[config.mk]
export PLATFORM = sky130hd
export DESIGN_NAME = piano_tone_gen
export DESIGN_NICKNAME = d
export VERILOG_FILES = /design/src/rtl/piano_tone_gen.sv
export SDC_FILE = /design/constraint.sdc
export NUM_CORES = 1
export LEC_CHECK = 0
export ABC_AREA = 0
export CAP_MARGIN = 10
export CELL_PAD_IN_SITES_DETAIL_PLACEMENT = 1
export CELL_PAD_IN_SITES_GLOBAL_PLACEMENT = 1
export CORE_UTILIZATION = 45
export CTS_CLUSTER_SIZE = 12
export DETAILED_ROUTE_END_ITERATION = 10
export PLACE_DENSITY_LB_ADDON = 0.1
export SYNTH_ARGS = -nofsm -noshare
export SYNTH_HDL_FRONTEND = slang
export SYNTH_SLANG_ARGS = --single-unit
[constraint.sdc]
create_clock -name clk -period 9.28 [get_ports clk]
set_input_delay 1.856 -clock clk [delete_from_list [all_inputs] [get_ports clk]]
set_output_delay 1.856 -clock clk [all_outputs]
set_load 0.02 [all_outputs]
[src/rtl/piano_tone_gen.sv]
// piano_tone_gen
//   Monophonic piano voice. Debounces up to 12 chromatic key switches,
//   plays the lowest pressed key as a square wave with a release tail,
//   and shows the note name on two multiplexed seven-segment digits.
//
// Ports
//   clk            system clock, rising edge
//   rst_n          asynchronous active-low reset
//   switch         raw key switches (1 = pressed), key i = semitone i from C
//   speaker        square-wave audio output
//   seven_segment  {g,f,e,d,c,b,a}, active-low
//   AN             digit enables, active-low
//   note_valid     high while a note sounds (PLAY or RELEASE)
//   note_idx       index of the sounding note
module piano_tone_gen #(
  parameter int unsigned NUM_KEYS        = 12,
  parameter int unsigned CLK_HZ          = 100000000,
  parameter int unsigned OCTAVE          = 4,
  parameter int unsigned DEBOUNCE_CYCLES = 1000000,
  parameter int unsigned RELEASE_CYCLES  = 25000000,
  parameter int unsigned REFRESH_CYCLES  = 100000
) (
  input  logic                clk,
  input  logic                rst_n,
  input  logic [NUM_KEYS-1:0] switch,
  output logic                speaker,
  output logic [6:0]          seven_segment,
  output logic [7:0]          AN,
  output logic                note_valid,
  output logic [3:0]          note_idx
);

  function automatic int unsigned half_period(input int unsigned freq_hz);
    return (CLK_HZ / (2 * freq_hz)) >> (OCTAVE - 4);
  endfunction

  // Padded to 16 entries so a 4-bit index is always in range.
  localparam int unsigned HALF [16] = '{
    half_period(262), half_period(277), half_period(294), half_period(311),
    half_period(330), half_period(349), half_period(370), half_period(392),
    half_period(415), half_period(440), half_period(466), half_period(494),
    half_period(494), half_period(494), half_period(494), half_period(494)
  };

  localparam int unsigned TW = $clog2(half_period(262) + 1);
  localparam int unsigned DW = (DEBOUNCE_CYCLES > 1) ? $clog2(DEBOUNCE_CYCLES) : 1;
  localparam int unsigned RW = (RELEASE_CYCLES > 1)  ? $clog2(RELEASE_CYCLES)  : 1;
  localparam int unsigned FW = (REFRESH_CYCLES > 1)  ? $clog2(REFRESH_CYCLES)  : 1;

  typedef enum logic [1:0] {
    IDLE,
    PLAY,
    RELEASE
  } state_t;

  logic [NUM_KEYS-1:0] sync1_q, sync2_q;
  logic [NUM_KEYS-1:0] db_key_q, db_key_d;
  logic [DW-1:0]       db_cnt_q [NUM_KEYS];
  logic [DW-1:0]       db_cnt_d [NUM_KEYS];

  state_t              state_q, state_d;
  logic [TW-1:0]       tone_cnt_q, tone_cnt_d;
  logic                speaker_q, speaker_d;
  logic [3:0]          note_idx_q, note_idx_d;
  logic [RW-1:0]       rel_cnt_q, rel_cnt_d;
  logic [FW-1:0]       refresh_cnt_q, refresh_cnt_d;
  logic                digit_q, digit_d;

  logic                pressed;
  logic                sel_found;
  logic [3:0]          sel;
  logic [3:0]          next_note;
  logic [TW-1:0]       reload_val;
  logic [6:0]          letter_seg;
  logic                is_sharp;

  // ---------------------------------------------------------------- input path
  always_comb begin
    db_key_d = db_key_q;
    for (int unsigned k = 0; k < NUM_KEYS; k++) begin
      db_cnt_d[k] = '0;
    end
    // Counter only runs while the synchronised level disagrees; any agreement clears it.
    for (int unsigned k = 0; k < NUM_KEYS; k++) begin
      if (sync2_q[k] != db_key_q[k]) begin
        if (db_cnt_q[k] == DW'(DEBOUNCE_CYCLES - 1)) begin
          db_key_d[k] = sync2_q[k];
        end else begin
          db_cnt_d[k] = db_cnt_q[k] + DW'(1);
        end
      end
    end
  end

  always_comb begin
    pressed   = |db_key_q;
    sel       = '0;
    sel_found = 1'b0;
    for (int unsigned k = 0; k < NUM_KEYS; k++) begin
      if (db_key_q[k] && !sel_found) begin
        sel       = 4'(k);
        sel_found = 1'b1;
      end
    end
  end

  // ---------------------------------------------------------------- tone FSM
  // Selection is live in IDLE/PLAY but frozen to the sounding note in RELEASE.
  always_comb begin
    next_note  = (state_q != RELEASE && pressed) ? sel : note_idx_q;
    reload_val = TW'(HALF[next_note] - 1);
  end

  always_comb begin
    state_d    = state_q;
    tone_cnt_d = tone_cnt_q;
    speaker_d  = speaker_q;
    note_idx_d = note_idx_q;
    rel_cnt_d  = rel_cnt_q;

    case (state_q)
      IDLE: begin
        speaker_d = 1'b0;
        if (pressed) begin
          state_d    = PLAY;
          tone_cnt_d = reload_val;
          note_idx_d = next_note;
        end
      end

      PLAY, RELEASE: begin
        // Note changes only at half-period boundaries, so no runt pulses.
        if (tone_cnt_q == '0) begin
          speaker_d  = ~speaker_q;
          tone_cnt_d = reload_val;
          note_idx_d = next_note;
        end else begin
          tone_cnt_d = tone_cnt_q - TW'(1);
        end

        if (state_q == PLAY) begin
          if (!pressed) begin
            if (RELEASE_CYCLES == 0) begin
              state_d   = IDLE;
              speaker_d = 1'b0;
            end else begin
              state_d   = RELEASE;
              rel_cnt_d = RW'(RELEASE_CYCLES - 1);
            end
          end
        end else begin
          if (pressed) begin
            state_d = PLAY;
          end else if (rel_cnt_q == '0) begin
            state_d   = IDLE;
            speaker_d = 1'b0;
          end else begin
            rel_cnt_d = rel_cnt_q - RW'(1);
          end
        end
      end

      default: begin
        state_d   = IDLE;
        speaker_d = 1'b0;
      end
    endcase
  end

  // ---------------------------------------------------------------- display
  always_comb begin
    refresh_cnt_d = refresh_cnt_q;
    digit_d       = digit_q;
    if (state_q == IDLE) begin
      refresh_cnt_d = '0;
      digit_d       = 1'b0;
    end else if (refresh_cnt_q == FW'(REFRESH_CYCLES - 1)) begin
      refresh_cnt_d = '0;
      digit_d       = ~digit_q;
    end else begin
      refresh_cnt_d = refresh_cnt_q + FW'(1);
    end
  end

  always_comb begin
    // Sharps reuse the letter of the natural below them.
    case (note_idx_q)
      4'd0, 4'd1:  letter_seg = 7'h46;
      4'd2, 4'd3:  letter_seg = 7'h21;
      4'd4:        letter_seg = 7'h06;
      4'd5, 4'd6:  letter_seg = 7'h0E;
      4'd7, 4'd8:  letter_seg = 7'h42;
      4'd9, 4'd10: letter_seg = 7'h08;
      default:     letter_seg = 7'h03;
    endcase
    is_sharp = note_idx_q inside {4'd1, 4'd3, 4'd6, 4'd8, 4'd10};

    AN            = 8'hFF;
    seven_segment = 7'h7F;
    if (state_q != IDLE) begin
      if (!digit_q) begin
        AN            = 8'hFE;
        seven_segment = letter_seg;
      end else if (is_sharp) begin
        AN            = 8'hFD;
        seven_segment = 7'h3F;
      end
    end
  end

  assign speaker    = speaker_q;
  assign note_idx   = note_idx_q;
  assign note_valid = (state_q != IDLE);

  // ---------------------------------------------------------------- registers
  always_ff @(posedge clk or negedge rst_n) begin
    if (!rst_n) begin
      sync1_q       <= '0;
      sync2_q       <= '0;
      db_key_q      <= '0;
      db_cnt_q      <= '{default: '0};
      state_q       <= IDLE;
      tone_cnt_q    <= '0;
      speaker_q     <= 1'b0;
      note_idx_q    <= '0;
      rel_cnt_q     <= '0;
      refresh_cnt_q <= '0;
      digit_q       <= 1'b0;
    end else begin
      sync1_q       <= switch;
      sync2_q       <= sync1_q;
      db_key_q      <= db_key_d;
      db_cnt_q      <= db_cnt_d;
      state_q       <= state_d;
      tone_cnt_q    <= tone_cnt_d;
      speaker_q     <= speaker_d;
      note_idx_q    <= note_idx_d;
      rel_cnt_q     <= rel_cnt_d;
      refresh_cnt_q <= refresh_cnt_d;
      digit_q       <= digit_d;
    end
  end

endmodule

==> results by stage <==
Place:
- The worst slack after detailed placement is between 5 and 6 ns.
- At the end of routability-driven placement, the weighted congestion stood at 0.878.
- The total placed instance area is 17800 um^2.
- The count of buffers added on input and output ports is 28.
- The HPWL after detailed placement is 25800 um.

Drt:
- The number of iterations in the first detailed-routing pass is 5.
- The count of routing violations after the opening detailed-route iteration is 489.
- After detailed routing, the number of vias per cell comes to between 5 and 6.
- After detailed routing, the average wire length per cell comes to 16.5 um.
- The total via count in the routed design is 12.7k.
- Once detail routing completed, the nets flagged for antenna violations numbered 0.
- The overall routed net length is 38500 um.
- The remaining design rule violation count is 0.

CTS:
- Once the clock tree was built, the resizer swapped 0 gates to a different size.
- TritonCTS built the clock tree.
- The number of levels the H-tree was split into is 2.
- The number of setup buffers added after CTS is 0.
- The root cell of the clock tree is clkbuf_16.
- The clock transition at the register clock pins on the worst setup and hold paths after CTS is 0.06 ns.
- The number of buffers on the longest clock path is 3.
- The number of CTS-inserted buffers is 40.
- For this design, the CTS-stage hold fixing added 0 buffers.
- The worst-skew pair later-pin latency is 0.56 ns.
- For this design, the sink count on the clock tree is around 340.

Logic synthesis:
- The number of different library cells in the post-synthesis netlist is 79.
- Synthesis produced 1770 cells.
- The share of synthesized area occupied by flip-flops and latches is 50.4%.
- In this run, synthesis inferred 0 flip-flops with an integrated enable.
- The number of warnings printed during yosys synthesis is 0.
- The most used flip-flop cell after synthesis is dfrtp_1.
- The mapped netlist covers 17100 um^2.
- The count of state elements after synthesis is 344.
- Dividing the synthesized area by the synthesized cell count gives 9.65 um^2.
- The proportion of synthesized flip-flops having asynchronous set or reset is 100%.

Hold path:
- The path with the worst hold slack has its endpoint at sync2_q[8].
- The cell depth of the worst min-delay path is 0.
- The startpoint identified for the worst hold timing path is sync1_q[8].
- The worst min-delay path class is reg2reg.

STA:
- The post-route clock period utilization is 48.1%.
- Setup violations remaining at the end of the flow were counted as 0.
- On the final layout, the worst hold slack is 0.346 ns.
- The max-slew violation total from the final report is 0.
- The setup slack of the critical path after layout is 4.82 ns.
- The clock arrives with 0.00783 ns of skew.
- The routed design could run at a clock period as short as 4.46 ns.
- The relative max-transition margin is roughly 40%.
- The slew at the pin closest to its max-slew limit is 0.894 ns.
- Setup repair after global routing left no endpoint under its margin.
- The highest achievable clock rate is 0.224 GHz.
- The final-report hold violation count is 0.
- The final-layout setup total negative slack is 0 ns.

Worst setup path:
- The reg-to-reg critical path endpoint is tone_cnt_q[8].
- The number of logic stages on the critical path including buffering is 7.
- The critical setup path kind is reg2out.
- The number of buffers and inverters on the critical path is 2.
- Data on the critical path is required at its endpoint by 7.42 ns.
- In this run the worst path has a maximum fanout of 6.
- In this run the critical register-to-register path is launched from db_key_q[1].
- STA classifies the critical path endpoint as an output port.
- The setup slack of the most critical reg-to-reg path is ~5.4 ns.
- The signal arrival time at the worst endpoint is 2.61 ns.
- The cell family with the largest share of critical-path delay is buffers and inverters.
- The largest single stage delay on the critical path is 0.59 ns.
- The element type at the critical path start is a register.
- In this run the worst setup path begins at note_idx[1].
- The signal on the critical path passes through inv_1 > ha_1 > o21ai_0 > a21oi_1 > o2111ai_1 > o21a_1 > clkdlybuf4s50_1.
- The worst register-to-register path has a depth of 13.
- The library cell contributing the largest single delay on the critical path is clkdlybuf4s50_1.

Run:
- The count of maximum capacitance violations is 0.

Final layout:
- The total area of multi-input combinational cells is 8100 um^2.
- The filler cells instantiated in the layout total 4189.
- The post-layout net count is 1843.
- In the layout the commonest cells are dfrtp_1 (344), nor2_1 (302), nand2_1 (154).
- The finished layout cell area is 19200 um^2.
- The share of post-route cells with drive strength above 1 is under 10%.
- Leaving out fill and tap cells, the most frequent cell in the layout is dfrtp_1.
- The antenna diode count is 0.
- The area added between synthesis and finish is 12.2%.
- Summing all flip-flop and latch instances after layout gives 8610 um^2.

Global route:
- The number of antenna violations at the first check in global routing was 0.
- The overall track demand over capacity in global routing is between 20% and 30%.
- The residual overflow from global routing is 0.
- The wire length of the first global-routing pass is 67100 um.
- The largest net degree at the start of global routing is 146.
- The via count of the first global-routing pass is 13.4k.

Floorplan:
- The width of the die is roughly 200 um.
- The area of the core is 37000 um^2.
- The floorplan has 70 rows.
- The die footprint is 38700 um^2.
- The die is 197 um tall.
- 35 I/O pins were placed.
- For this configuration, the core starts out at a cell density of 46.2%.

Power and ir drop:
- The power density over the cells is 170 nW/um^2.
- The maximum resistive drop on vdd is 150 uV.
- The total design power is 3.26 mW.
- The leakage power total is 8.45 nW.

Run status:
- The run finished with clean final reports.
[state kept, by name (all words and copies together) (netlist names)]
signal and flops:
db_cnt_q 240, rel_cnt_q 25, tone_cnt_q 18, refresh_cnt_q 17, db_key_q 12, sync1_q 12, sync2_q 12, note_idx 4
state_q 2, digit_q 1, speaker 1
[routing by layer]
layer / vias up / track usage [%] / routed length [um]
li1: 6149 / - / -
met1: 6426 / 27.8 / 17800
met2: 119 / 35.2 / 18500
met3: 49 / 4.00 / 1370
met4: 0 / 5.60 / 769
met5: - / 0 / 0
[layout make-up]
type	instances	share of cell area (%)
flip-flops and latches	344	44.9
multi-input cells	1342	42.2
clock buffers	54	5.82
well taps	504	3.29
repair buffers	32	1.71
clock inverters	17	1.27
inverters	39	0.764
[logic make-up (layout without fill, tap and decap cells)]
logic type                 count (synthesis)  in the layout  share of synthesized area, %
DFF                                      344            344                          50.4
other                                      1              6                        0.0220
and+or+nand+nor                          850            850                          25.0
adders and majority gates                 30             30                          2.20
AOI/OAI and AO/OA                        216            216                          7.53
buffers and inverters                     89            142                          2.29
xor gates and xnor gates                 224            224                          11.5
muxes                                     16             16                          1.05
[synth_stat cells (3+ instances only)]
cell / number / area share, %
or3_1: 50 / 1.8
or2_2: 11 / 0.40
dfrtp_1: 344 / 50
o22ai_1: 7 / 0.26
mux2i_1: 3 / 0.18
o211ai_1: 4 / 0.18
nand3_1: 100 / 2.9
nand2b_1: 8 / 0.29
and4_1: 12 / 0.62
a22o_1: 4 / 0.21
a21oi_1: 82 / 2.4
and3_1: 65 / 2.4
ha_1: 30 / 2.2
o21ai_0: 73 / 2.1
xnor2_1: 100 / 5.1
and4b_1: 4 / 0.23
or4_1: 4 / 0.18
a31oi_1: 5 / 0.18
o21ai_1: 4 / 0.12
nand4_1: 34 / 1.2
nor4_2: 3 / 0.22
clkbuf_1: 31 / 0.68
nor2b_1: 3 / 0.11
xor2_1: 124 / 6.4
nor4bb_1: 5 / 0.29
nor4_4: 3 / 0.37
inv_1: 37 / 0.81
nand2_1: 154 / 3.4
buf_2: 6 / 0.18
mux2_2: 11 / 0.73
nor2_1: 302 / 6.6
nor3_1: 30 / 0.88
nor4b_1: 13 / 0.67
o21a_1: 5 / 0.22
nor4_1: 24 / 0.88
or4_4: 3 / 0.20
and2_1: 10 / 0.37
buf_4: 9 / 0.40
[metrics by stage]
stage                     instances  util [%]
after global routing           2332      51.9
after floorplan                1775         -
after detailed placement       2261      48.2
after global placement         2261      48.2
after CTS                      2332      51.9
final                          2332      51.9
[worst reg2reg max path: cells and delay by family, from the launching register on]
family	cells	cell delay, ns
and+or+nand+nor	5	1.36
buffers and inverters	1	0.25
adders and majority gates	2	0.54
AOI/OAI and AO/OA	5	1.20
DFF	1	0.44
[power breakdown]
part	internal [mW]	switching [mW]	total (mW)
clock	1.01	0.629	1.64
combinational	0.0213	0.0612	0.0825
sequential	1.52	0.0170	1.54
[worst max-delay path by stage]
stage | slack (ns) | endpoint
2_1_floorplan | 5.77 | seven_segment[6]
3_3_place_gp | 5.31 | db_cnt_q[173]
3_5_place_dp | 5.30 | db_cnt_q[174]
4_1_cts | 4.76 | seven_segment[6]
5_1_grt | 4.65 | seven_segment[0]
6_report | 4.82 | seven_segment[6]
(Power assumes the default switching activity.)
